===== src/rtl/texture_4_sampler.sv =====
// Texture 4 texel fetch: wrap/clamp addressing, fixed-latency ROM issue and a
// credit-controlled show-ahead FIFO of {palette index, pixel tag} entries.
module texture_4_sampler #(
    parameter int unsigned TEX_LOG2   = 5,
    parameter int unsigned COORD_W    = 8,
    parameter int unsigned ROM_LAT    = 2,
    parameter int unsigned FIFO_DEPTH = 4,
    parameter int unsigned TAG_W      = 10
) (
    input  logic                  Clk,
    input  logic                  Reset_n,
    input  logic                  flush,
    input  logic                  clamp_en,
    input  logic                  req_valid,
    output logic                  req_ready,
    input  logic [COORD_W-1:0]    req_u,
    input  logic [COORD_W-1:0]    req_v,
    input  logic [TAG_W-1:0]      req_tag,
    output logic [2*TEX_LOG2-1:0] rom_addr,
    input  logic [7:0]            rom_data,
    output logic                  idx_valid,
    input  logic                  idx_ready,
    output logic [7:0]            idx,
    output logic [TAG_W-1:0]      idx_tag
);

    localparam int unsigned TEX_MAX = (1 << TEX_LOG2) - 1;
    localparam int unsigned PTR_W   = $clog2(FIFO_DEPTH);
    localparam int unsigned OCC_W   = $clog2(FIFO_DEPTH + 1);
    localparam int unsigned CNT_W   = $clog2(FIFO_DEPTH + ROM_LAT + 1);

    logic [ROM_LAT-1:0] vld;
    logic [TAG_W-1:0]   tag_pipe [ROM_LAT];
    logic [7:0]         mem_idx  [FIFO_DEPTH];
    logic [TAG_W-1:0]   mem_tag  [FIFO_DEPTH];
    logic [PTR_W-1:0]   wr_ptr;
    logic [PTR_W-1:0]   rd_ptr;
    logic [OCC_W-1:0]   occ;
    logic [CNT_W-1:0]   count;
    logic               accept;
    logic               fifo_wr;
    logic               fifo_rd;

    // Effective texel coordinate: clamp saturates to the last texel, wrap keeps low bits.
    function automatic logic [TEX_LOG2-1:0] coord_eff(input logic [COORD_W-1:0] c,
                                                      input logic clamp);
        if (clamp && (c > COORD_W'(TEX_MAX)))
            return TEX_LOG2'(TEX_MAX);
        return c[TEX_LOG2-1:0];
    endfunction

    // Credit count and handshake decode; all terms come from registered state except flush.
    always_comb begin
        count = '0;
        for (int unsigned i = 0; i < ROM_LAT; i++)
            count = count + CNT_W'(vld[i]);
        count     = count + CNT_W'(occ);
        req_ready = !flush && (count < CNT_W'(FIFO_DEPTH));
        accept    = req_valid && req_ready;
        idx_valid = (occ != '0);
        fifo_wr   = vld[ROM_LAT-1] && !flush;
        fifo_rd   = idx_valid && idx_ready && !flush;
        idx       = idx_valid ? mem_idx[rd_ptr] : 8'h00;
        idx_tag   = idx_valid ? mem_tag[rd_ptr] : '0;
    end

    // Control state: ROM address, in-flight valid pipe, FIFO pointers and occupancy.
    always_ff @(posedge Clk or negedge Reset_n) begin
        if (!Reset_n) begin
            vld      <= '0;
            rom_addr <= '0;
            wr_ptr   <= '0;
            rd_ptr   <= '0;
            occ      <= '0;
        end else begin
            if (accept)
                rom_addr <= {coord_eff(req_v, clamp_en), coord_eff(req_u, clamp_en)};
            if (flush) begin
                vld    <= '0;
                wr_ptr <= '0;
                rd_ptr <= '0;
                occ    <= '0;
            end else begin
                for (int unsigned i = 1; i < ROM_LAT; i++)
                    vld[i] <= vld[i-1];
                vld[0] <= accept;
                if (fifo_wr)
                    wr_ptr <= wr_ptr + PTR_W'(1);
                if (fifo_rd)
                    rd_ptr <= rd_ptr + PTR_W'(1);
                if (fifo_wr && !fifo_rd)
                    occ <= occ + OCC_W'(1);
                else if (!fifo_wr && fifo_rd)
                    occ <= occ - OCC_W'(1);
            end
        end
    end

    // Datapath storage: tags travel beside the valid pipe, ROM data captured on pipe exit.
    always_ff @(posedge Clk) begin
        tag_pipe[0] <= req_tag;
        for (int unsigned i = 1; i < ROM_LAT; i++)
            tag_pipe[i] <= tag_pipe[i-1];
        if (fifo_wr) begin
            mem_idx[wr_ptr] <= rom_data;
            mem_tag[wr_ptr] <= tag_pipe[ROM_LAT-1];
        end
    end

endmodule

===== config.mk =====
export PLATFORM = sky130hd
export DESIGN_NAME = texture_4_sampler
export DESIGN_NICKNAME = d
export VERILOG_FILES = /design/src/rtl/texture_4_sampler.sv
export SDC_FILE = /design/constraint.sdc
export NUM_CORES = 1
export LEC_CHECK = 0
export CORE_MARGIN = 4
export CORE_UTILIZATION = 44
export DETAILED_ROUTE_END_ITERATION = 8
export PLACE_DENSITY = 0.69
export SLEW_MARGIN = 20
export SYNTH_ARGS = -nofsm -noshare
export SYNTH_HDL_FRONTEND = slang
export SYNTH_SLANG_ARGS = --single-unit

===== constraint.sdc =====
create_clock -name Clk -period 5.9 [get_ports Clk]
set_input_delay 0.59 -clock Clk [delete_from_list [all_inputs] [get_ports Clk]]
set_output_delay 0.59 -clock Clk [all_outputs]
set_load 0.05 [all_outputs]

# [Word level (Yosys, flattened, before mapping)]
# Memories as Yosys holds them, arrays and structs flattened.
# Index checks and enable logic that the tools add are counted.
[word_totals] ff_bits=19 mem_count=3 ram_bits=92 out_inout_bits=30 inputBits=40
[classes] reduce_logical=16 addsub=6 n_lt_le_gt_ge=3 n_mux=20
[mem_list] name="mem_tag" words=4 word_bits=10 read_ports=1 rd_ports_with_merged_regs=0 wr=1 line="35" rtl="logic [TAG_W-1:0] mem_tag [FIFO_DEPTH];"
[mem_list] name="mem_idx" words=4 word_bits=8 read_ports=1 rd_ports_with_merged_regs=0 wr=1 line="34" rtl="logic [7:0] mem_idx [FIFO_DEPTH];"
[mem_list] name="tag_pipe" words=2 word_bits=10 read_ports=2 rd_ports_with_merged_regs=0 wr=2 line="33" rtl="logic [TAG_W-1:0] tag_pipe [ROM_LAT];"
[op_table] op="$mux W5" n=4
[op_table] op="$gt A8 B5 Y1 const B" n=2
[op_table] op="$mux W10" n=1
[op_table] op="$mux W2" n=5
[op_table] op="$logic_and A1 B1 Y1" n=9
[op_table] op="$mux W3" n=3
[op_table] op="$mux W8" n=1
[op_table] op="$mux W1" n=6
[op_table] op="$reduce_bool A3 Y1" n=2
[op_table] op="$add A2 B1 Y2 const B" n=2
[op_table] op="$reduce_bool A2 Y1" n=2
[op_table] op="$add A2 B3 Y3" n=1
[op_table] op="$add A3 B1 Y3 const B" n=1
[op_table] op="$logic_not A1 Y1" n=3
[op_table] op="$lt A3 B3 Y1 const B" n=1
[op_table] op="$sub A3 B1 Y3 const B" n=1
[op_table] op="$add A1 B1 Y2" n=1

# [Logic depth before layout (Yosys ltp)]
[depth] ltp_word=7 mapped_depth=7 mapped_depth_nobuf=6

# [Worst setup path after synthesis]
# Ideal clock, no wire load.
[synth_timing] kind="register to output" start="register occ[0]" end="output req_ready" slack_ps=3506 path_stages_with_launch=5 arrival_time_ps=1804 path_cell_list="dfrtp_1 -> ha_1 -> a21o_1 -> a22oi_1 -> nor2b_1"
[synth_via] elab_chain_len=3
[synth_lines] element="start, declared" line="38" rtl="logic [OCC_W-1:0] occ;"
[synth_lines] element="start signal, assigned" line="92" rtl="occ <= occ + OCC_W'(1);"
[synth_lines] element="start signal, assigned" line="94" rtl="occ <= occ - OCC_W'(1);"
[synth_lines] element="$add A2 B3 Y3" line="57" rtl="count = count + CNT_W'(occ);"
[synth_lines] element="$lt A3 B3 Y1" line="58" rtl="req_ready = !flush && (count < CNT_W'(FIFO_DEPTH));"
[synth_lines] element="$logic_and A1 B1 Y1" line="58"
[synth_lines] element="end, declared" line="15" rtl="output logic req_ready,"
# Every way passes these cells.

# [Worst setup path after layout]
# Same ends and word-level chain as after synthesis.

==> metrics.cfg <==
[global_routing]
gr-total-overflow=0
grt_pass1_vias=2359
grt_pass1_wl_mm=12.44
grt_start_max_net_pins=25
antenna_found_initial=0
grt_usage=0.1481

[layout]
syn_to_final_growth_pct=24.33
fin_area_mm2=0.005197
nNetsFinal=349
drive_above_1_share=0.1169
fillers=727
final_common_cell=edfxtp_1
final_cell_mix=72 x edfxtp_1, 69 x clkdlybuf4s50_1, 22 x and2_1
antennaDiodeCount=0

[timing]
hold_viol=0
finalCriticalPeriod_ps=3610
final.setup.tns_ps=0
finalSetupViolations=0
fin_ws_ps=2290
post-route-period-util=0.6119
slew_headroom=0.3488
tightest_slew_ps=976.8
rsz0062_at_grt=false
fin_skew_ps=14.39
slew_violations=0
clock.fmax_mhz=277.0

[synthesis]
synth.distinct_cells=35
yosysSeqAreaShare=0.7267
ys.flop_type=edfxtp_1
synth-compound-area-share=0.04789
synth_mux_area_frac=0.09937
yosysWarnings=0
synth-edff-count=72
syn_area_per_cell_um2=17.94
syn_nets=279
syn_inst=233
synth-simple-area-share=0.07722
syn-cell-area_mm2=0.004180
synthArstFlopShare=0.1712
synth_top_family_by_area=multiplexers
synth-xor-area-share=0.01048
synth_adder_area_share=0.01975
synth_seq_cells=111

[clock_tree]
clkSinkCount=111
post_cts_buffers=0
insertion_delay_ps=370
cts_resized=0
cts_buffer_depth=2
path_clk_slew_ps=110
postCtsHoldBufs=0
cts_max_level=3
cts_buffers=9
clockRootBuffer=clkbuf_8
tritoncts=yes

[critical_path]
critPathMaxFanout=11
end_kind=output port
cp_num_buf_inv=1
critical-path-top-delay-family=compound AO/OA/AOI/OAI gates
cp.arrival_ps=3020
path_class=register to output port
path_cells=ha_1 -> a21o_1 -> a22oi_1 -> nor2b_1 -> clkdlybuf4s50_1
cp.required_ps=5310
slowest_stage=clkdlybuf4s50_1
critPathLaunchType=register
slowest_delay_ps=820

[placement]
placed_area_mm2=0.004985
dpl.hpwl_mm=5.020
post-place-ws_ps=2660
gp_congestion=0.7221
port_buffers=69

[floorplanning]
die-area_mm2=0.01112
initial_core_util=0.4524
rows=35
ioPinCount=70
die_height_um=105.5
core_area_mm2=0.009240
chipWidth_um=105.5

[route]
first_iter_violations=139
drc_errors=0
routed_wl_mm=7.600
first_pass_iters=4
wl_per_cell_um=17.39
vias=2216
drt-vias-per-instance=5.071
ant_nets=0

[status]
status=finished, final reports clean

[pwr]
power.total_uw=2096
max-vdd-ir-drop_mv=0.2110
power.density_mw_per_mm2=403.2
p_leak_uw=0.001761

[flow_run]
cap_violations=0

[worst_hold_path]
min_path_type=register to register

[final timing paths]
check	from	endpoint	slack, ps	depth (start not counted)
min reg2reg	tag_pipe[0][6]	tag_pipe[0][16]	330	0
max reg2reg	occ[1]	occ[1]	3630	5
min in group asynchronous	Reset_n	occ[1]	690	1
min	tag_pipe[0][6]	tag_pipe[0][16]	330	0
max	occ[0]	req_ready	2290	5
max in group asynchronous	Reset_n	vld[1]	4670	1
[layout make-up]
type | count | area, µm² | area share
Inverter | 6 | 22.52 | 0.004333
Tap cell | 129 | 161.4 | 0.03105
Sequential cell | 111 | 3038 | 0.5845
Clock buffer | 10 | 137.6 | 0.02648
Timing Repair Buffer | 70 | 698.2 | 0.1343
Clock inverter | 6 | 75.07 | 0.01444
Multi-Input combinational cell | 105 | 1065 | 0.2049
[Yosys cell counts (all sizes together), types with 4 or more instances]
master | instances | share of area
edfxtp | 72 | 0.52
and2 | 22 | 0.033
dfxtp | 20 | 0.096
dfrtp | 19 | 0.11
mux4 | 18 | 0.097
a2bb2oi | 10 | 0.021
nor4b | 10 | 0.021
buf | 7 | 0.0096
inv | 6 | 0.0054
ha | 5 | 0.015
nor2 | 5 | 0.0045
clkbuf | 4 | 0.0036
[stage by stage]
step,hold WS (ps),util,instances
6_report,329.0,0.5625,437
5_1_grt,341.2,0.5625,437
4_1_cts,330.0,0.5625,437
3_5_place_dp,312.1,0.5395,421
3_3_place_gp,310.0,0.5395,421
2_1_floorplan,294.4,-,233
[sequential cells by signal, summed over array words and instances, names as in the netlist]
name,count
mem_tag,40
mem_idx,32
tag_pipe,20
rom_addr,10
occ,3
rd_ptr,2
vld,2
wr_ptr,2
[metal layers]
layer / routed length (µm) / global-route usage / share of wire / vias up
met1: 3302 / 0.1885 / 0.43 / 1120
met3: 245 / 0.02939 / 0.032 / 10
met4: 121 / 0.06186 / 0.016 / 0
met2: 3929 / 0.2482 / 0.52 / 40
met5: 0 / 0 / 0 / -
li1: - / - / - / 1046
[where the power goes]
| part | internal, µW | switching (µW) | total [µW] | leakage [µW] |
|---|---|---|---|---|
| clock | 216 | 262 | 478 | 0.000111 |
| sequential | 867 | 40.4 | 908 | 0.00104 |
| combinational | 276 | 434 | 710 | 0.000609 |
[kinds of logic after synthesis]
kind of cell / after synthesis
adders and majority gates: 6
and+or+nand+nor: 51
AOI/OAI and AO/OA: 24
DFF: 111
buffers and inverters: 17
muxes: 19
xor gates and xnor gates: 5
No activity file was read; power rests on OpenSTA's default activity.
